[src/rtl/bcd_disp_pkg.sv]
// Shared 7-segment constants and nibble decoder for the BCD display scanner.
// Patterns are active-high {g,f,e,d,c,b,a}; pin polarity is applied at the top level.
package bcd_disp_pkg;

  localparam logic [6:0] SEG_0    = 7'h3F;
  localparam logic [6:0] SEG_1    = 7'h06;
  localparam logic [6:0] SEG_2    = 7'h5B;
  localparam logic [6:0] SEG_3    = 7'h4F;
  localparam logic [6:0] SEG_4    = 7'h66;
  localparam logic [6:0] SEG_5    = 7'h6D;
  localparam logic [6:0] SEG_6    = 7'h7D;
  localparam logic [6:0] SEG_7    = 7'h07;
  localparam logic [6:0] SEG_8    = 7'h7F;
  localparam logic [6:0] SEG_9    = 7'h6F;
  localparam logic [6:0] SEG_DASH = 7'h40;

  // Non-decimal nibbles show a dash so upstream conversion faults are visible.
  function automatic logic [6:0] seg_decode(input logic [3:0] nibble);
    logic [6:0] pattern;
    case (nibble)
      4'd0:    pattern = SEG_0;
      4'd1:    pattern = SEG_1;
      4'd2:    pattern = SEG_2;
      4'd3:    pattern = SEG_3;
      4'd4:    pattern = SEG_4;
      4'd5:    pattern = SEG_5;
      4'd6:    pattern = SEG_6;
      4'd7:    pattern = SEG_7;
      4'd8:    pattern = SEG_8;
      4'd9:    pattern = SEG_9;
      default: pattern = SEG_DASH;
    endcase
    return pattern;
  endfunction

endpackage

[src/rtl/bcd_to_seg7.sv]
// Combinational BCD nibble to active-high 7-segment pattern decoder.
module bcd_to_seg7
  import bcd_disp_pkg::*;
(
  input  logic [3:0] nibble_i,
  output logic [6:0] seg_o
);

  assign seg_o = seg_decode(nibble_i);

endmodule

[src/rtl/bcd_display_scanner.sv]
// Time-multiplexed 7-segment scanner with frame-synchronous double buffering,
// leading-zero blanking and registered pin drivers.
module bcd_display_scanner
  import bcd_disp_pkg::*;
#(
  parameter int unsigned NUM_DIGITS = 9,
  parameter int unsigned PRESCALE   = 50000,
  parameter bit          BLANK_LZ   = 1'b1,
  parameter bit          ACTIVE_LOW = 1'b1
) (
  input  logic                    Clk,
  input  logic                    Reset,
  input  logic                    load,
  input  logic [4*NUM_DIGITS-1:0] digits,
  input  logic [NUM_DIGITS-1:0]   dp,
  output logic                    pending,
  output logic [NUM_DIGITS-1:0]   anode,
  output logic [6:0]              seg,
  output logic                    seg_dp,
  output logic                    frame_done
);

  localparam int unsigned   PW        = (PRESCALE > 1) ? $clog2(PRESCALE) : 1;
  localparam int unsigned   IW        = (NUM_DIGITS > 1) ? $clog2(NUM_DIGITS) : 1;
  localparam logic [PW-1:0] PRESC_MAX = PW'(PRESCALE - 1);
  localparam logic [IW-1:0] IDX_MAX   = IW'(NUM_DIGITS - 1);
  localparam bit            GAP_EN    = (PRESCALE >= 2);

  logic [PW-1:0]           presc_q, presc_d;
  logic [IW-1:0]           idx_q, idx_d;
  logic                    tick, wrap;
  logic [4*NUM_DIGITS-1:0] shadow_digits_q, shadow_digits_d;
  logic [NUM_DIGITS-1:0]   shadow_dp_q, shadow_dp_d;
  logic [4*NUM_DIGITS-1:0] active_digits_q, active_digits_d;
  logic [NUM_DIGITS-1:0]   active_dp_q, active_dp_d;
  logic                    pending_q, pending_d;
  logic [NUM_DIGITS-1:0]   blank;
  logic [3:0]              cur_nibble;
  logic                    cur_dp, cur_blank;
  logic [NUM_DIGITS-1:0]   anode_on;
  logic [6:0]              dec_seg, seg_on;
  logic [NUM_DIGITS-1:0]   anode_q, anode_d;
  logic [6:0]              seg_q, seg_d;
  logic                    seg_dp_q, seg_dp_d;
  logic                    frame_done_q, frame_done_d;

  // frame_done is registered one cycle early so it is high during the wrap cycle itself.
  always_comb begin
    tick    = (presc_q == PRESC_MAX);
    wrap    = tick && (idx_q == IDX_MAX);
    presc_d = tick ? '0 : presc_q + PW'(1);
    if (!tick) begin
      idx_d = idx_q;
    end else if (wrap) begin
      idx_d = '0;
    end else begin
      idx_d = idx_q + IW'(1);
    end
    frame_done_d = (presc_d == PRESC_MAX) && (idx_d == IDX_MAX);
  end

  // The commit takes the old shadow, so a load on the wrap cycle waits one more frame.
  always_comb begin
    shadow_digits_d = shadow_digits_q;
    shadow_dp_d     = shadow_dp_q;
    active_digits_d = active_digits_q;
    active_dp_d     = active_dp_q;
    pending_d       = pending_q;
    if (wrap && pending_q) begin
      active_digits_d = shadow_digits_q;
      active_dp_d     = shadow_dp_q;
      pending_d       = 1'b0;
    end
    if (load) begin
      shadow_digits_d = digits;
      shadow_dp_d     = dp;
      pending_d       = 1'b1;
    end
  end

  always_comb begin : blank_mask
    logic seen;
    seen  = 1'b0;
    blank = '0;
    for (int i = int'(NUM_DIGITS) - 1; i >= 0; i--) begin
      seen     = seen | (active_digits_q[4*i +: 4] != 4'd0);
      blank[i] = BLANK_LZ && (i != 0) && !seen;
    end
  end

  always_comb begin
    cur_nibble = '0;
    cur_dp     = 1'b0;
    cur_blank  = 1'b0;
    anode_on   = '0;
    for (int i = 0; i < int'(NUM_DIGITS); i++) begin
      if (idx_q == IW'(i)) begin
        cur_nibble  = active_digits_q[4*i +: 4];
        cur_dp      = active_dp_q[i];
        cur_blank   = blank[i];
        anode_on[i] = 1'b1;
      end
    end
  end

  bcd_to_seg7 u_dec (
    .nibble_i (cur_nibble),
    .seg_o    (dec_seg)
  );

  // First cycle of each slot keeps the anode dark to hide the segment transition.
  always_comb begin
    seg_on   = cur_blank ? 7'h00 : dec_seg;
    anode_d  = {NUM_DIGITS{ACTIVE_LOW}} ^
               ((GAP_EN && (presc_q == '0)) ? {NUM_DIGITS{1'b0}} : anode_on);
    seg_d    = {7{ACTIVE_LOW}} ^ seg_on;
    seg_dp_d = ACTIVE_LOW ^ cur_dp;
  end

  always_ff @(posedge Clk) begin
    if (Reset) begin
      presc_q         <= '0;
      idx_q           <= '0;
      shadow_digits_q <= '0;
      shadow_dp_q     <= '0;
      active_digits_q <= '0;
      active_dp_q     <= '0;
      pending_q       <= 1'b0;
      anode_q         <= {NUM_DIGITS{ACTIVE_LOW}};
      seg_q           <= {7{ACTIVE_LOW}};
      seg_dp_q        <= ACTIVE_LOW;
      frame_done_q    <= 1'b0;
    end else begin
      presc_q         <= presc_d;
      idx_q           <= idx_d;
      shadow_digits_q <= shadow_digits_d;
      shadow_dp_q     <= shadow_dp_d;
      active_digits_q <= active_digits_d;
      active_dp_q     <= active_dp_d;
      pending_q       <= pending_d;
      anode_q         <= anode_d;
      seg_q           <= seg_d;
      seg_dp_q        <= seg_dp_d;
      frame_done_q    <= frame_done_d;
    end
  end

  assign pending    = pending_q;
  assign anode      = anode_q;
  assign seg        = seg_q;
  assign seg_dp     = seg_dp_q;
  assign frame_done = frame_done_q;

endmodule

[config.mk]
export PLATFORM = sky130hd
export DESIGN_NAME = bcd_display_scanner
export DESIGN_NICKNAME = d
export VERILOG_FILES = /design/src/rtl/bcd_disp_pkg.sv /design/src/rtl/bcd_to_seg7.sv /design/src/rtl/bcd_display_scanner.sv
export SDC_FILE = /design/constraint.sdc
export NUM_CORES = 1
export LEC_CHECK = 0
export ABC_CLOCK_PERIOD_IN_PS = 3100
export BUFFER_PORTS_ARGS = -buffer_cell sky130_fd_sc_hd__buf_2
export CORE_UTILIZATION = 45
export DETAILED_ROUTE_END_ITERATION = 10
export HOLD_SLACK_MARGIN = 0.03
export SYNTH_ARGS = -nofsm -noshare
export SYNTH_HDL_FRONTEND = slang
export SYNTH_HIERARCHICAL = 1
export SYNTH_SLANG_ARGS = --single-unit
[constraint.sdc]
create_clock -name Clk -period 3.1 [get_ports Clk]
set_input_delay 0.62 -clock Clk [delete_from_list [all_inputs] [get_ports Clk]]
set_output_delay 0.62 -clock Clk [all_outputs]
set_load 0.01 [all_outputs]
* Word-level counts from Yosys, hierarchy flattened
Memory sizes are Yosys's and may differ from the RTL's.
Cells that the tools add are included.
** Storage, ports and cells
- Register bits :: 129
- ROM bits :: 112
- Output and inout bits :: 19
- Logic and storage cells :: 99
- Memories kept :: 1
** Memories
- (name not given) :: words 16, width 7, rd ports 1, clocked after Yosys merged registers in 0, wr ports 0, RTL line bcd_disp_pkg.sv:20 : case (nibble)
** Cells by class
- Add/subtract/negate cells :: 2
- Equality and inequality tests :: 11
- Mux-type cells :: 42
- Bitwise operators :: 10
- Reduce and logical (&&, ||, !) cells :: 22
** Operators by type and width (number)
- $mux 4 :: 11
- $eq 16x16->1 const B :: 2
- $reduce_bool 4->1 :: 8
- $mux 1 :: 28
- $add 16x1->16 const B :: 1
- $eq 4x3->1 const B :: 4
- $logic_not 16->1 :: 1
- $mux 16 :: 1
- $mux 9 :: 1
- $not 9->9 :: 1
- $eq 4x2->1 const B :: 2
- $eq 4x4->1 const B :: 2
- $logic_not 1->1 :: 8
- $mux 7 :: 1
- $not 7->7 :: 1
- $or 1x1->1 :: 7
- $add 4x1->4 const B :: 1
- $eq 4x1->1 const B :: 1
- $logic_not 4->1 :: 1
- $logic_and 1x1->1 :: 3
- $reduce_bool 2->1 :: 1
- $not 1->1 :: 1

* Depth between registers and ports, before layout
- Depth in word-level cells :: 19
- Mapped depth :: 13

* Hierarchy
The synthesis kept the hierarchy.
** Modules (own cells, without submodules)
- bcd_display_scanner :: times used 1, cells an instance 629, area an instance 5405.2 um^2
- bcd_to_seg7 :: times used 1, cells an instance 29, area an instance 232.7 um^2

* Worst setup path after synthesis
No wires, ideal clock.
- Path type :: flip-flop to flip-flop
- From :: reg idx_q[0]
- To :: reg seg_q[0], in the netlist seg[0]
- Library setup time :: 0.137 ns
- Data arrival time :: 2.503 ns
- Data required time :: 2.963 ns
- Setup slack :: 0.460 ns
- Cell stages (with the launch flop) :: 14
- Path buffers :: 1
- Period minus slack after synthesis :: 2.640 ns
- Path through :: dfxtp_1 inv_1 ha_1 clkbuf_1 nand2_1 o21ai_0 a221oi_1 a211o_1 nand3_1 inv_1 ha_1 mux2_2 o22ai_1 nand3_1
** Between the ends
- Longest elaborated chain between the ends :: 13
** RTL lines
- start, declared :: RTL line bcd_display_scanner.sv:30 : logic [IW-1:0] idx_q, idx_d;
- start signal, assigned :: RTL line bcd_display_scanner.sv:135 : idx_q <= idx_d;
- $logic_not 4->1 :: RTL line bcd_display_scanner.sv:97 : if (idx_q == IW'(i)) begin
- $mux 4 (8 in series) :: RTL line bcd_display_scanner.sv:97
- $mux 4 * :: RTL line bcd_display_scanner.sv:97
- named net cur_nibble[1] :: RTL line bcd_display_scanner.sv:38 : logic [3:0] cur_nibble;
- $mem_v2 16x7 *
- named net dec_seg[0] :: RTL line bcd_display_scanner.sv:41 : logic [6:0] dec_seg, seg_on;
- $mux 7 * :: RTL line bcd_display_scanner.sv:113 : seg_on = cur_blank ? 7'h00 : dec_seg;
- $not 7->7 (no line) *
- end signal, assigned :: RTL line bcd_display_scanner.sv:130 : seg_q <= {7{ACTIVE_LOW}};
- end signal, assigned :: RTL line bcd_display_scanner.sv:142 : seg_q <= seg_d;
- end, declared :: RTL line bcd_display_scanner.sv:43 : logic [6:0] seg_q, seg_d;
The timed path passes the listed nets; every way through them passes the cells marked *.
A chain may end at the register's enable or synchronous reset.

* Final worst setup path
Same ends and word-level chain as after synthesis.

==> run summary <==
The category of the critical setup timing path is reg -> reg. The cell at the root of the clock tree is sky130_fd_sc_hd__clkbuf_16. The via count of the first global-routing pass is 4250. The detailed-route wire length on metal 1 is 6070 um.

The count of final hold-check violations came out at 0. 67 I/O pins were placed. Summed over all layers, the routed wires come to 12300 um. The mean number of vias per cell came out at 5.21.

The category of the worst setup path launch point is a register. The static leakage power is 2.66 nW. The worst hold path begins at digits[30]. The post-detailed-route wirelength per cell is 13.9 um. The path class of the tightest hold or removal check is in -> reg. The portion of the clock cycle consumed by the worst path in the final layout came out at 90.7%. In this run the critical register-to-register path is captured at seg[0]$_SDFF_PP1_. For hold timing, the worst endpoint is shadow_digits_q[30]$_SDFFE_PP0P_.

The number of iterations in the first detailed-routing pass is 5. The share of the core filled with cells in the final layout came out at 54.5%. The total CTS buffers came out at 17. The count of hold-fix buffers inserted at cts is 0.

The largest net degree at the start of global routing came out at 55. The clock period minus worst slack is 2.81 ns. The number of unique standard cell types used by synthesis is 55. The initial antenna violation count came out at 0. The horizontal die dimension came out at 114 um. A synthesized cell averages 8.57 um^2.

The total global-route track usage came out at 20.2%. The top layer reached by signal wires is met4. The routed length on met3 is 516 um. The first global-routing pass estimated 20500 um of wire. The max-slew violation count was 0. The port buffer count came out at 66. The starting density of the core came out at 46.5%. The share of synthesized registers carrying an async set or reset came out at 0%. The residual overflow from global routing came out at 0. The required time of the critical path is 3.38 ns.

The total of endpoints with negative setup slack in the final report is 0. The arrival time of the worst setup path came out at 3.09 ns. The clock slew at the register clock pins of the worst setup and hold paths is 0.06 ns. The total clock sinks is 129.

The wire length on met2 came out at 5560 um. The area growth from synthesis to layout is 17.1%. During synthesis, Yosys emitted a total of 6 warnings. The HPWL after detailed placement is 8630 um.

Setup repair after global routing left no endpoint under its margin. The number of cells in the design after placement came out at 855. The count of nets after finishing is 766. Leaving out fill and tap cells, the most frequent cell in the layout is sky130_fd_sc_hd__dfxtp_1.

The final instance area is 0.00660 mm^2. The die covers 0.0130 mm^2. Cells with a size suffix above 1 make up 15.5% of the layout. The cell area after placement is 0.00601 mm^2.

The number of DRC violations after detailed-routing iteration 0 is 310. The worst-case IR drop observed on VDD is 0.000360 V. The level count of the clock H-tree is 4. The total setup buffers inserted after CTS came out at 0.

The post-route setup TNS came out at 0 ns. The clock tree from TritonCTS is yes. Summing internal, switching and leakage power gives 3.85 mW. The relative slew slack came out at 57.6%. The later pin in the worst-skew pair is clocked with a latency of 0.42 ns. The max-capacitance violation count came out at 0. The final worst clock skew is 0.00703 ns. The top cell types in the final layout, fill and taps aside, are 129 x sky130_fd_sc_hd__dfxtp_1, 122 x sky130_fd_sc_hd__nand2_1, 67 x sky130_fd_sc_hd__a21oi_1. The number of antenna diodes in the final layout is 0. The maximum clock path buffer count came out at 2. For the worst flop-to-flop path, the logic depth is 10. Across all register-to-register paths, the minimum setup slack is 0.29 ns.

The total DRC errors in the routed layout came out at 0. The final weighted congestion in routability-driven placement came out at 0.834. The final route contains 4608 vias.

The startpoint identified for the worst register-to-register timing path is idx_q[0]$_SDFF_PP0_. The transition time at the pin with the least slew margin is 0.637 ns. The cell area that synthesis handed to floorplanning was 0.00564 mm^2. The worst setup path is captured at a register. Gates resized during post-CTS repair numbered 0. The region available for standard cell placement spans 0.0121 mm^2. The cell depth of the worst min-delay path is 3. The height of the die is 114 um. The count of state elements after synthesis came out at 129.

The count of nets left with antenna violations once routing finished came out at 0. The top flip-flop cell by instance count after synthesis is sky130_fd_sc_hd__dfxtp_1. The number of flops mapped to enable cells by yosys came out at 0. The net count after synthesis came out at 718.

The run finished with clean final reports. The power density over the cells is 584 mW/mm^2. The cell count after synthesis came out at 658.

The maximum clock rate is 356 MHz. The total number of placement rows came out at 40. Along the worst path, the maximum fanout reaches 18.

The number of non-filler instances in the completed layout is 885. The share of the Yosys chip area taken by registers is 45.8%.
==> layer usage <==
metal	up-vias	GRT usage, %
li1	2331	-
met1	2144	27.0
met2	118	30.7
met3	15	5.58
met4	0	8.74
met5	-	0
==> logic make-up after synthesis <==
logic type,synth area share (%)
AND/OR/NAND/NOR,22.2
flip-flops,45.8
AO/OA/AOI/OAI,12.2
buffers and inverters,5.75
multiplexers,8.90
XOR/XNOR,2.49
adder cells (fa/ha/maj),2.66
==> worst max-delay path by stage <==
stage | slack [ns] | start | to | cells past startpoint
global placement | 0.48 | idx_q[0]$_SDFF_PP0_ | seg[0]$_SDFF_PP1_ | 10
CTS | 0.31 | idx_q[0]$_SDFF_PP0_ | seg[3]$_SDFF_PP1_ | 10
global route | 0.01 | idx_q[1]$_SDFF_PP0_ | seg[2]$_SDFF_PP1_ | 10
floorplan | 0.46 | idx_q[0]$_SDFF_PP0_ | seg[0]$_SDFF_PP1_ | 13
finish | 0.29 | idx_q[0]$_SDFF_PP0_ | seg[0]$_SDFF_PP1_ | 10
detailed placement | 0.35 | idx_q[0]$_SDFF_PP0_ | seg[0]$_SDFF_PP1_ | 10
==> final cells by class <==
cell class	instances	area (um^2)
fill	1180	5510
inverter	19	71.3
multi-input combinational	463	2730
clock inverter	5	75.1
timing repair buffer	76	418
tap	168	210
clock buffer	25	515
sequential	129	2580
==> where the power goes <==
group	internal, mW	switching [mW]	leakage, nW	total (mW)
logic	0.0748	0.0825	1.31	0.157
registers	1.71	0.0247	1.05	1.73
clock network	1.30	0.669	0.295	1.97
total	3.08	0.776	2.66	3.85
==> through the flow <==
| step | setup slack, ns | hold WS [ns] |
|---|---|---|
| after floorplan | 0.460 | 0.432 |
| after global placement | 0.475 | 0.444 |
| after detailed placement | 0.348 | 0.447 |
| after CTS | 0.307 | 0.425 |
| after global routing | 0.0127 | 0.432 |
| final | 0.287 | 0.436 |
==> cell usage after synthesis, drive strengths merged, types with 2 or more instances <==
cell / number / area share [%]
nand4b: 2 / 0.31
nor3b: 3 / 0.40
a21o: 2 / 0.29
xor2: 11 / 1.7
a22oi: 5 / 0.67
nand3b: 2 / 0.27
inv: 19 / 1.3
dfxtp: 129 / 46
nand4: 4 / 0.44
and3: 5 / 0.55
o22ai: 5 / 0.55
nor4: 9 / 1.3
nor2b: 4 / 0.58
a211o: 4 / 0.62
a211oi: 2 / 0.27
and2: 7 / 0.78
ha: 12 / 2.7
o211ai: 2 / 0.27
and3b: 3 / 0.47
nor3: 3 / 0.27
nand2: 122 / 8.1
nand2b: 8 / 0.93
or4: 3 / 0.47
a21oi: 67 / 5.9
nor2: 65 / 4.3
a31oi: 3 / 0.33
nand3: 21 / 1.9
a221oi: 5 / 0.78
o21ai: 13 / 1.2
and4: 5 / 0.78
buf: 21 / 2.6
xnor2: 5 / 0.78
a2111oi: 3 / 0.58
mux2i: 49 / 8.7
clkbuf: 25 / 1.7
==> worst max-delay path, cell delays in order, from the launching register on <==
cell and delay, ns:
sky130_fd_sc_hd__dfxtp_1 0.41, sky130_fd_sc_hd__inv_1 0.11, sky130_fd_sc_hd__ha_1 0.43, sky130_fd_sc_hd__a21oi_1 0.20, sky130_fd_sc_hd__o21ai_0 0.11, sky130_fd_sc_hd__a221oi_1 0.32, sky130_fd_sc_hd__a211o_1 0.17, sky130_fd_sc_hd__nand3_1 0.29
sky130_fd_sc_hd__mux2_2 0.39, sky130_fd_sc_hd__o22ai_1 0.16, sky130_fd_sc_hd__nand3_1 0.08
==> sequential cells by signal, indices dropped and copies added, names as in the netlist <==
register / flops
anode: 9
idx_q: 4
presc_q: 16
seg_dp: 1
shadow_digits_q: 36
pending: 1
shadow_dp_q: 9
active_digits_q: 36
seg: 7
frame_done: 1
active_dp_q: 9
(Power assumes the default switching activity.)
